`src/rtl/mips_mc_pkg.sv`:
```
// Shared types and ISA constants for the multi-cycle MIPS core.
package mips_mc_pkg;

    typedef enum logic [2:0] {
        StFetch,
        StDecode,
        StExec,
        StMem,
        StWb
    } state_e;

    typedef enum logic [2:0] {
        AluAdd,
        AluSub,
        AluAnd,
        AluOr,
        AluSlt
    } alu_op_e;

    typedef enum logic [3:0] {
        ClsAlu,
        ClsImm,
        ClsLoad,
        ClsStore,
        ClsBeq,
        ClsBne,
        ClsJ,
        ClsJal,
        ClsJr,
        ClsIllegal
    } instr_cls_e;

    localparam logic [5:0] OpRtype = 6'b000000;
    localparam logic [5:0] OpLw    = 6'b100011;
    localparam logic [5:0] OpSw    = 6'b101011;
    localparam logic [5:0] OpBeq   = 6'b000100;
    localparam logic [5:0] OpBne   = 6'b000101;
    localparam logic [5:0] OpAddi  = 6'b001000;
    localparam logic [5:0] OpSlti  = 6'b001010;
    localparam logic [5:0] OpAndi  = 6'b001100;
    localparam logic [5:0] OpOri   = 6'b001101;
    localparam logic [5:0] OpJ     = 6'b000010;
    localparam logic [5:0] OpJal   = 6'b000011;

    localparam logic [5:0] FnAdd   = 6'b100000;
    localparam logic [5:0] FnSub   = 6'b100010;
    localparam logic [5:0] FnAnd   = 6'b100100;
    localparam logic [5:0] FnOr    = 6'b100101;
    localparam logic [5:0] FnSlt   = 6'b101010;
    localparam logic [5:0] FnJr    = 6'b001000;

endpackage

```
`src/rtl/mips_mc_regfile.sv`:
```
// Register file: two asynchronous read ports, one synchronous write port; r0 reads as zero.
module mips_mc_regfile #(
    parameter int unsigned DATA_W   = 32,
    parameter int unsigned NUM_REGS = 32,
    parameter int unsigned RAW      = (NUM_REGS > 1) ? $clog2(NUM_REGS) : 1
) (
    input  logic              clk,
    input  logic              reset,
    input  logic [RAW-1:0]    raddr_a_i,
    input  logic [RAW-1:0]    raddr_b_i,
    input  logic              we_i,
    input  logic [RAW-1:0]    waddr_i,
    input  logic [DATA_W-1:0] wdata_i,
    output logic [DATA_W-1:0] rdata_a_o,
    output logic [DATA_W-1:0] rdata_b_o
);

    logic [DATA_W-1:0] regs_q [NUM_REGS];

    always_ff @(posedge clk or posedge reset) begin
        if (reset) begin
            for (int unsigned i = 0; i < NUM_REGS; i++) begin
                regs_q[i] <= '0;
            end
        end else if (we_i && (waddr_i != '0)) begin
            regs_q[waddr_i] <= wdata_i;
        end
    end

    assign rdata_a_o = (raddr_a_i == '0) ? '0 : regs_q[raddr_a_i];
    assign rdata_b_o = (raddr_b_i == '0) ? '0 : regs_q[raddr_b_i];

endmodule

```
`src/rtl/mips_mc_core.sv`:
```
// Multi-cycle MIPS core with req/ack instruction and data memory ports.
// Define MIPS_MC_BNE_EN to decode opcode 000101 as bne; otherwise it is illegal.
module mips_mc_core
    import mips_mc_pkg::*;
#(
    parameter int unsigned DATA_W   = 32,
    parameter int unsigned ADDR_W   = 32,
    parameter int unsigned PC_INC   = 2,
    parameter int unsigned NUM_REGS = 32
) (
    input  logic              clk,
    input  logic              reset,
    output logic              imem_req_o,
    output logic [ADDR_W-1:0] imem_addr_o,
    input  logic              imem_ack_i,
    input  logic [31:0]       imem_rdata_i,
    output logic              dmem_req_o,
    output logic              dmem_we_o,
    output logic [ADDR_W-1:0] dmem_addr_o,
    output logic [DATA_W-1:0] dmem_wdata_o,
    input  logic              dmem_ack_i,
    input  logic [DATA_W-1:0] dmem_rdata_i,
    output logic [ADDR_W-1:0] pc_o,
    output logic [DATA_W-1:0] alu_result_o,
    output logic              instr_done_o,
    output logic              illegal_o
);

    localparam int unsigned SH  = $clog2(PC_INC);
    localparam int unsigned RAW = (NUM_REGS > 1) ? $clog2(NUM_REGS) : 1;

    state_e            state_q;
    logic [ADDR_W-1:0] pc_q;
    logic [31:0]       ir_q;
    logic [DATA_W-1:0] a_q, b_q, alu_out_q, mdr_q;
    logic              imem_req_q, dmem_req_q, dmem_we_q, done_q, illegal_q;

    logic [5:0]        opcode, funct;
    instr_cls_e        cls;
    alu_op_e           alu_op;
    logic [DATA_W-1:0] imm_s, imm_z, src_b, alu_res;
    logic [DATA_W-1:0] rf_a, rf_b, rf_wdata;
    logic [RAW-1:0]    rf_waddr;
    logic              rf_we;
    logic [ADDR_W-1:0] br_target, j_target, j_mask, j_index;

    assign opcode = ir_q[31:26];
    assign funct  = ir_q[5:0];
    assign imm_s  = {{(DATA_W-16){ir_q[15]}}, ir_q[15:0]};
    assign imm_z  = {{(DATA_W-16){1'b0}}, ir_q[15:0]};

    always_comb begin
        cls    = ClsIllegal;
        alu_op = AluAdd;
        case (opcode)
            OpRtype: begin
                case (funct)
                    FnAdd: cls = ClsAlu;
                    FnSub: begin cls = ClsAlu; alu_op = AluSub; end
                    FnAnd: begin cls = ClsAlu; alu_op = AluAnd; end
                    FnOr:  begin cls = ClsAlu; alu_op = AluOr;  end
                    FnSlt: begin cls = ClsAlu; alu_op = AluSlt; end
                    FnJr:  cls = ClsJr;
                    default: ;
                endcase
            end
            OpLw:   cls = ClsLoad;
            OpSw:   cls = ClsStore;
            OpBeq:  begin cls = ClsBeq; alu_op = AluSub; end
`ifdef MIPS_MC_BNE_EN
            OpBne:  begin cls = ClsBne; alu_op = AluSub; end
`endif
            OpAddi: cls = ClsImm;
            OpSlti: begin cls = ClsImm; alu_op = AluSlt; end
            OpAndi: begin cls = ClsImm; alu_op = AluAnd; end
            OpOri:  begin cls = ClsImm; alu_op = AluOr;  end
            OpJ:    cls = ClsJ;
            OpJal:  cls = ClsJal;
            default: ;
        endcase
    end

    always_comb begin
        if (cls == ClsAlu || cls == ClsBeq || cls == ClsBne) begin
            src_b = b_q;
        end else if (opcode == OpAndi || opcode == OpOri) begin
            src_b = imm_z;
        end else begin
            src_b = imm_s;
        end
        case (alu_op)
            AluSub:  alu_res = a_q - src_b;
            AluAnd:  alu_res = a_q & src_b;
            AluOr:   alu_res = a_q | src_b;
            AluSlt:  alu_res = {{(DATA_W-1){1'b0}}, ($signed(a_q) < $signed(src_b))};
            default: alu_res = a_q + src_b;
        endcase
    end

    // pc_q already points past the current instruction when these are used.
    assign br_target = pc_q + (imm_s[ADDR_W-1:0] << SH);
    assign j_index   = ADDR_W'(ir_q[25:0]) << SH;
    assign j_mask    = {ADDR_W{1'b1}} << (26 + SH);
    assign j_target  = (pc_q & j_mask) | j_index;

    always_comb begin
        rf_we    = (state_q == StWb);
        rf_waddr = ir_q[16 +: RAW];
        rf_wdata = alu_out_q;
        case (cls)
            ClsAlu:  rf_waddr = ir_q[11 +: RAW];
            ClsLoad: rf_wdata = mdr_q;
            ClsJal: begin
                rf_waddr = RAW'(5'd31);
                rf_wdata = DATA_W'(pc_q);
            end
            default: ;
        endcase
    end

    mips_mc_regfile #(
        .DATA_W   (DATA_W),
        .NUM_REGS (NUM_REGS),
        .RAW      (RAW)
    ) u_regfile (
        .clk       (clk),
        .reset     (reset),
        .raddr_a_i (ir_q[21 +: RAW]),
        .raddr_b_i (ir_q[16 +: RAW]),
        .we_i      (rf_we),
        .waddr_i   (rf_waddr),
        .wdata_i   (rf_wdata),
        .rdata_a_o (rf_a),
        .rdata_b_o (rf_b)
    );

    always_ff @(posedge clk or posedge reset) begin
        if (reset) begin
            state_q    <= StFetch;
            pc_q       <= '0;
            ir_q       <= '0;
            a_q        <= '0;
            b_q        <= '0;
            alu_out_q  <= '0;
            mdr_q      <= '0;
            imem_req_q <= 1'b0;
            dmem_req_q <= 1'b0;
            dmem_we_q  <= 1'b0;
            done_q     <= 1'b0;
            illegal_q  <= 1'b0;
        end else begin
            done_q    <= 1'b0;
            illegal_q <= 1'b0;
            case (state_q)
                StFetch: begin
                    // First cycle after reset only raises the request.
                    if (!imem_req_q) begin
                        imem_req_q <= 1'b1;
                    end else if (imem_ack_i) begin
                        ir_q       <= imem_rdata_i;
                        pc_q       <= pc_q + ADDR_W'(PC_INC);
                        imem_req_q <= 1'b0;
                        state_q    <= StDecode;
                    end
                end
                StDecode: begin
                    a_q     <= rf_a;
                    b_q     <= rf_b;
                    state_q <= StExec;
                end
                StExec: begin
                    alu_out_q <= alu_res;
                    case (cls)
                        ClsLoad, ClsStore: begin
                            dmem_req_q <= 1'b1;
                            dmem_we_q  <= (cls == ClsStore);
                            state_q    <= StMem;
                        end
                        ClsAlu, ClsImm, ClsJal: state_q <= StWb;
                        default: begin
                            if ((cls == ClsBeq && a_q == b_q) || (cls == ClsBne && a_q != b_q)) begin
                                pc_q <= br_target;
                            end else if (cls == ClsJ) begin
                                pc_q <= j_target;
                            end else if (cls == ClsJr) begin
                                pc_q <= a_q[ADDR_W-1:0];
                            end
                            illegal_q  <= (cls == ClsIllegal);
                            done_q     <= 1'b1;
                            imem_req_q <= 1'b1;
                            state_q    <= StFetch;
                        end
                    endcase
                end
                StMem: begin
                    if (dmem_req_q && dmem_ack_i) begin
                        dmem_req_q <= 1'b0;
                        dmem_we_q  <= 1'b0;
                        if (dmem_we_q) begin
                            done_q     <= 1'b1;
                            imem_req_q <= 1'b1;
                            state_q    <= StFetch;
                        end else begin
                            mdr_q   <= dmem_rdata_i;
                            state_q <= StWb;
                        end
                    end
                end
                StWb: begin
                    if (cls == ClsJal) begin
                        pc_q <= j_target;
                    end
                    done_q     <= 1'b1;
                    imem_req_q <= 1'b1;
                    state_q    <= StFetch;
                end
                default: state_q <= StFetch;
            endcase
        end
    end

    assign imem_req_o   = imem_req_q;
    assign imem_addr_o  = pc_q;
    assign dmem_req_o   = dmem_req_q;
    assign dmem_we_o    = dmem_we_q;
    assign dmem_addr_o  = alu_out_q[ADDR_W-1:0];
    assign dmem_wdata_o = b_q;
    assign pc_o         = pc_q;
    assign alu_result_o = alu_out_q;
    assign instr_done_o = done_q;
    assign illegal_o    = illegal_q;

endmodule

```
`config.mk`:
```
export PLATFORM = sky130hd
export DESIGN_NAME = mips_mc_core
export DESIGN_NICKNAME = d
export VERILOG_FILES = /design/src/rtl/mips_mc_pkg.sv /design/src/rtl/mips_mc_regfile.sv /design/src/rtl/mips_mc_core.sv
export SDC_FILE = /design/constraint.sdc
export NUM_CORES = 2
export LEC_CHECK = 0
export CORE_ASPECT_RATIO = 0.9
export CORE_MARGIN = 4
export CORE_UTILIZATION = 25
export DETAILED_ROUTE_END_ITERATION = 8
export GPL_ROUTABILITY_DRIVEN = 0
export GPL_TIMING_DRIVEN = 0
export PLACE_DENSITY = 0.42
export SLEW_MARGIN = 20
export SYNTH_ARGS = -nofsm -noshare
export SYNTH_HDL_FRONTEND = slang
export SYNTH_SLANG_ARGS = --single-unit
```
`constraint.sdc`:
```
create_clock -name clk -period 47.2 [get_ports clk]
set_input_delay 7.08 -clock clk [delete_from_list [all_inputs] [get_ports clk]]
set_output_delay 7.08 -clock clk [all_outputs]
set_load 0.1 [all_outputs]
```
[Yosys cells after proc, flatten, opt, wreduce, memory -nomap -nowiden]
Cells that the tools add are included.
Widths: inputs -> output; s select.
Storage, ports and cells
  memory bits (writable): 0
  word-level logic and storage cells: 182
  memories kept: 0
  register bits: 1224
  bits in read-only memories: 0
  input bits: 68
  bits in latches: 0
Operators by class
  reduce and logical (&&, ||, !) cells: 29
  mux-type cells: 51
  magnitude comparators: 5
  equal/unequal tests: 42
  add/sub/neg operators: 4
  divide/modulo/power cells: 0
  bitwise logic cells: 7
  shifts and indexed selects: 0
  multipliers: 0
Operators with widths (count)
  $bwmux 1024: 1
  $mux 32: 16
  $bmux 32 s5: 2
  $demux 32 s5: 1
  $pmux 32 s4: 1
  $pmux 32 s3: 1
  $add 32x32->32: 2
  $pmux 32 s2: 1
  $eq 6x6->1 const B: 7
  $add 32x2->32 const B: 1
  $and 32x32->32: 1
  $eq 32x32->1: 1
  $lt 32x32->1: 1
  $ne 32x32->1: 1
  $or 32x27->32: 1
  $or 32x32->32: 1
  $sub 32x32->32: 1
  $eq 6x4->1 const B: 5
  $pmux 4 s7: 1
  $pmux 3 s4: 2
  $ge 6x6->1 const B: 3
  $not 5->6: 3
  $eq 4x3->1 const B: 4
  $pmux 3 s5: 1
  37 further kinds: 79

[Depth between registers and ports, before layout]
  depth after elaboration: 12
  mapped depth: 26

[Modules after synthesis]
A second synthesis with hierarchy kept.
Second synthesis, totals
  cells, all modules: 5857
  area total of the unflattened synthesis: 71853.9 um2
Modules (own cells, without submodules)
  mips_mc_regfile: instances 1, area each 54656.2 um2, cells each 3797
  mips_mc_core: instances 1, area each 17197.7 um2, cells each 2060

[Worst setup path after synthesis]
Ideal clock, no wire load.
  path type: in2reg
  start: input port dmem_ack_i
  end: register mdr_q[0]
  buffers on the path: 1
  data arrival time: 8.438 ns
  data required time: 47.075 ns
  slack: 38.638 ns
  stages: 5
  setup time: 0.125 ns
  cells stage by stage: nand3_1 or2_2 nor2_1 clkbuf_1 mux2_2
On the way
  cells in the longest elaborated chain, start to end: 2
Ends and longest elaborated chain
  start, declared: RTL line mips_mc_core.sv:21  | input logic dmem_ack_i,
  $logic_and 1x1->1: RTL line mips_mc_core.sv:196  | if (dmem_req_q && dmem_ack_i) begin
  $reduce_and 3->1 (no line)
  end signal, assigned: RTL line mips_mc_core.sv:204  | mdr_q <= dmem_rdata_i;
  end, declared: RTL line mips_mc_core.sv:35  | logic [DATA_W-1:0] a_q, b_q, alu_out_q, mdr_q;
No other way between the ends.
A chain may end at the register's enable or synchronous reset.

[Final worst setup path]
  start: register alu_out_q[1], in the netlist alu_result_o[1]
  end: output port dmem_addr_o[1]
RTL lines
  start, declared: RTL line mips_mc_core.sv:35
  start signal, assigned: RTL line mips_mc_core.sv:172  | alu_out_q <= alu_res;
  end, declared: RTL line mips_mc_core.sv:19  | output logic [ADDR_W-1:0] dmem_addr_o,
No word-level cell between the ends.

==> results.md <==
* Post-synth ARST share at 100%
* Routed Antenna Nets at 0
* CTS tree: yes
* Min Tclk post-route at 10.03 ns
* Sequential share of power at 26.2%
* Final Cycle Share at 21.2%
* Internal Dissipation at 3.25 mW
* Initial DRC count at 7719
* Hold Violations, Final at 0
* Number of flops mapped to enable cells by yosys at 0
* Crit Reg-Reg Endpoint: alu_result_o[0]
* Cells after synthesis at 6649
* FF+latch area at 30600 um2
* Pwr per Cell Area at 81.1 nW/um2
* Per-cell routed wire length at 31.0 um
* Mapped Area at 69500 um2
* Rel. slew slack at 11.8%
* Combinational Power Share at 55.0%
* Initial DRT Pass Iterations at 6
* Clock Power Share at 18.7%
* R2R depth at 23
* CTS root buf: clkbuf_16
* Final Setup Violations at 0
* Critical Path RT at 40.12 ns
* Post-synth top flop: dfrtp_1
* Initial core utilization at 25.1%
* Worst setup path endpoint: dmem_addr_o[1]
* R2r startpoint: ir_q[1]
* # hold bufs at CTS at 0
* Synth Area in Compound Gates at 14.9%
* Net Sw Frac at 51.3%
* CTS-repair resized insts at 0
* Filler cell count in the final layout at 28.9k
* Fmax at 0.0997 GHz
* Share of cells above drive strength 1 at 16.2%
* Mux share of post-synthesis cell area at 21.9%
* Leak pwr at 34.6 nW
* Avg Cell Area, Syn at 10.5 um2
* Core area at 277000 um2
* Clk buf depth at 4
* Via count at 59.4k
* Worst-Skew Late Latency at 0.84 ns
* Die height at 508 um
* Xor/xnor cell area share of the yosys netlist at 1.46%
* Global-route wire length before repair at 464000 um
* Setup repair after global routing missed its margin: no
* Synthesized-area fraction occupied by adder cells at 2.39%
* Clock sink total at 1224
* PortBufs at 232
* Flops & latches, synth at 1224
* Total wire length at 337000 um
* Die span in x at 564 um
* Simple-gate share of the synthesized area at 10.3%
* Drt drc at 0
* Nets at 7256
* Worst min path class: flip-flop to flip-flop
* Yosys warns at 0
* Status: completed
* Max rail drop VDD at 0.0402 mV
* Switch Pwr at 3.43 mW
* Crit. End Element: primary output
* Sequential share of the synthesized area at 44.1%
* Post-DP HPWL at 263000 um
* Yosys cell types at 89
* Fin util at 29.8%
* Cts bufs inserted at 152
* Largest family of logic cells by synthesized area: multiplexers
* Largest net degree at the start of global routing at 97
* Vias in the first global route at 58.0k
* Max_cap viols at 0
* Total gr overflow at 0
* Vias per Instance at 5.46
* Dpl ws at 36.99 ns
* Post-Synthesis Net Count at 6848
* Final TNS setup at 0 ns
* Pins Over Slew Limit at 0
* WP data arrival at 2.95 ns
* H-tree Lvls at 4
* Worst setup SP type: flip-flop
* Cell Rows at 183
* Worst-path clk slew at 0.06 ns
* Clock skew at 0.0719 ns
* Worst Setup SP: alu_result_o[1]
* I/O pin count at 233
* Least-Margin Pin Slew at 1.31 ns
* Area of the multi-input gates at 35500 um2
* Maximum fanout along the worst path at 4
* Initial antenna violation count at 44
* Crit Path Class: flip-flop to primary output
* Setup ws final at 37.17 ns
* Reg-to-reg setup timing slack at 38.71 ns
* Post-CTS setup buffer count at 0
* P&R area growth vs syn at 18.4%
* Global Route Usage Sum at 22.8%
* Die area at 287000 um2
==> registers in the layout, indices dropped and copies added, names as in the netlist <==
signal and flops:
imem_addr_o 32, illegal_o 1, state_q 3, u_regfile.regs_q 1024, dmem_we_o 1, alu_result_o 32
ir_q 32, mdr_q 32, a_q 32, dmem_wdata_o 32, dmem_req_o 1, instr_done_o 1
imem_req_o 1
==> metrics by stage <==
stage / std cells / instance area (um2) / hold slack (ns) / power, mW
final: 10900 / 82300 / 0.483 / 6.68
after global routing: 10900 / 82300 / 0.498 / 6.94
after CTS: 10900 / 82200 / 0.488 / 6.60
after detailed placement: 10600 / 77000 / 0.471 / 5.34
after global placement: 10600 / 76500 / 0.457 / 5.31
after floorplan: 6649 / 69500 / 0.445 / 3.91
==> critical path, cell delays in order (launching register included) <==
cell and delay (ns):
dfrtp_1 0.83, buf_4 0.22, clkdlybuf4s50_1 1.12
==> area by class of cell <==
cell class | count | share of cell area, %
repair buffers | 254 | 3.42
inverters | 111 | 0.515
well taps | 3700 | 5.62
multi-input cells | 4624 | 43.1
flip-flops and latches | 1224 | 37.2
clock inverters | 46 | 0.837
diodes | 16 | 0.0486
clock buffers | 214 | 5.45
plain buffers | 690 | 3.77
==> placed cells by master, fill, tap and decap left out, types with 16 or more instances in the layout <==
master,count
clkinv_2,21
a21oi_1,673
nor3_1,88
a211oi_1,18
mux4_2,450
a22oi_1,37
xnor2_1,87
and2_1,41
a221oi_1,30
buf_1,90
o21ai_0,448
nor2_1,678
a31oi_1,22
o21ai_1,109
clkdlybuf4s50_1,232
mux2_2,175
o22ai_1,100
a21o_1,32
clkbuf_16,158
mux2i_1,309
xor2_1,29
buf_2,94
clkbuf_1,406
nand4_1,25
inv_1,109
nand2b_1,21
dfrtp_1,1224
o221ai_1,133
clkbuf_8,32
nand2_1,675
nor2b_1,17
bufinv_16,17
buf_4,83
clkbuf_2,37
and3_1,19
nand3_1,37
diode_2,16
ha_1,128
o211ai_1,20
==> power groups by stage <==
stage	registers, mW	clock network [mW]	logic [mW]
6_report	1.75	1.25	3.67
5_1_grt	1.77	1.31	3.85
4_1_cts	1.74	1.27	3.60
3_5_place_dp	1.75	0	3.58
3_3_place_gp	1.75	0	3.56
2_1_floorplan	1.82	0	2.09
==> cell families (layout without fill, tap and decap cells) <==
family | count (synthesis) | after routing
xor+xnor | 116 | 116
mux | 935 | 935
compound gates | 1761 | 1761
flops | 1224 | 1224
buf+inv | 801 | 1315
fa+ha+maj | 131 | 131
other cells | 0 | 16
simple gates | 1681 | 1681
==> synth_stat cells, types with 41 or more instances <==
cell type | number | area (um2)
clkbuf_1 | 418 | 1570
mux2_2 | 175 | 1970
mux2i_1 | 309 | 3090
buf_1 | 117 | 439
dfrtp_1 | 1224 | 30600
nand2_1 | 675 | 2530
buf_2 | 68 | 340
inv_1 | 110 | 413
nor3_1 | 94 | 470
o21ai_0 | 448 | 2240
xnor2_1 | 87 | 762
a21oi_1 | 673 | 3370
o21ai_1 | 110 | 551
nor2_1 | 678 | 2540
o221ai_1 | 133 | 1160
o22ai_1 | 100 | 626
buf_4 | 81 | 608
mux4_2 | 450 | 10100
and2_1 | 41 | 257
ha_1 | 128 | 1600
==> routing by layer <==
| metal | vias to the layer above | global-route usage [%] | wire length, um |
|---|---|---|---|
| met5 | - | 0 | 62 |
| met4 | 10 | 6.85 | 11300 |
| met3 | 480 | 5.78 | 33800 |
| met2 | 3081 | 32.8 | 139000 |
| met1 | 30800 | 33.5 | 152000 |
| li1 | 25000 | - | - |
==> how the worst min path moves through the flow <==
stage / start / to / depth (start not counted) / slack [ns]
CTS: u_regfile.regs_q[1000] / u_regfile.regs_q[1000] / 1 / 0.49
finish: u_regfile.regs_q[999] / u_regfile.regs_q[999] / 1 / 0.48
detailed placement: u_regfile.regs_q[992] / u_regfile.regs_q[992] / 1 / 0.47
global route: u_regfile.regs_q[1017] / u_regfile.regs_q[1017] / 1 / 0.50
floorplan: u_regfile.regs_q[1000] / u_regfile.regs_q[1000] / 1 / 0.45
global placement: u_regfile.regs_q[1018] / u_regfile.regs_q[1018] / 1 / 0.46
No activity file was read; power rests on OpenSTA's default activity.
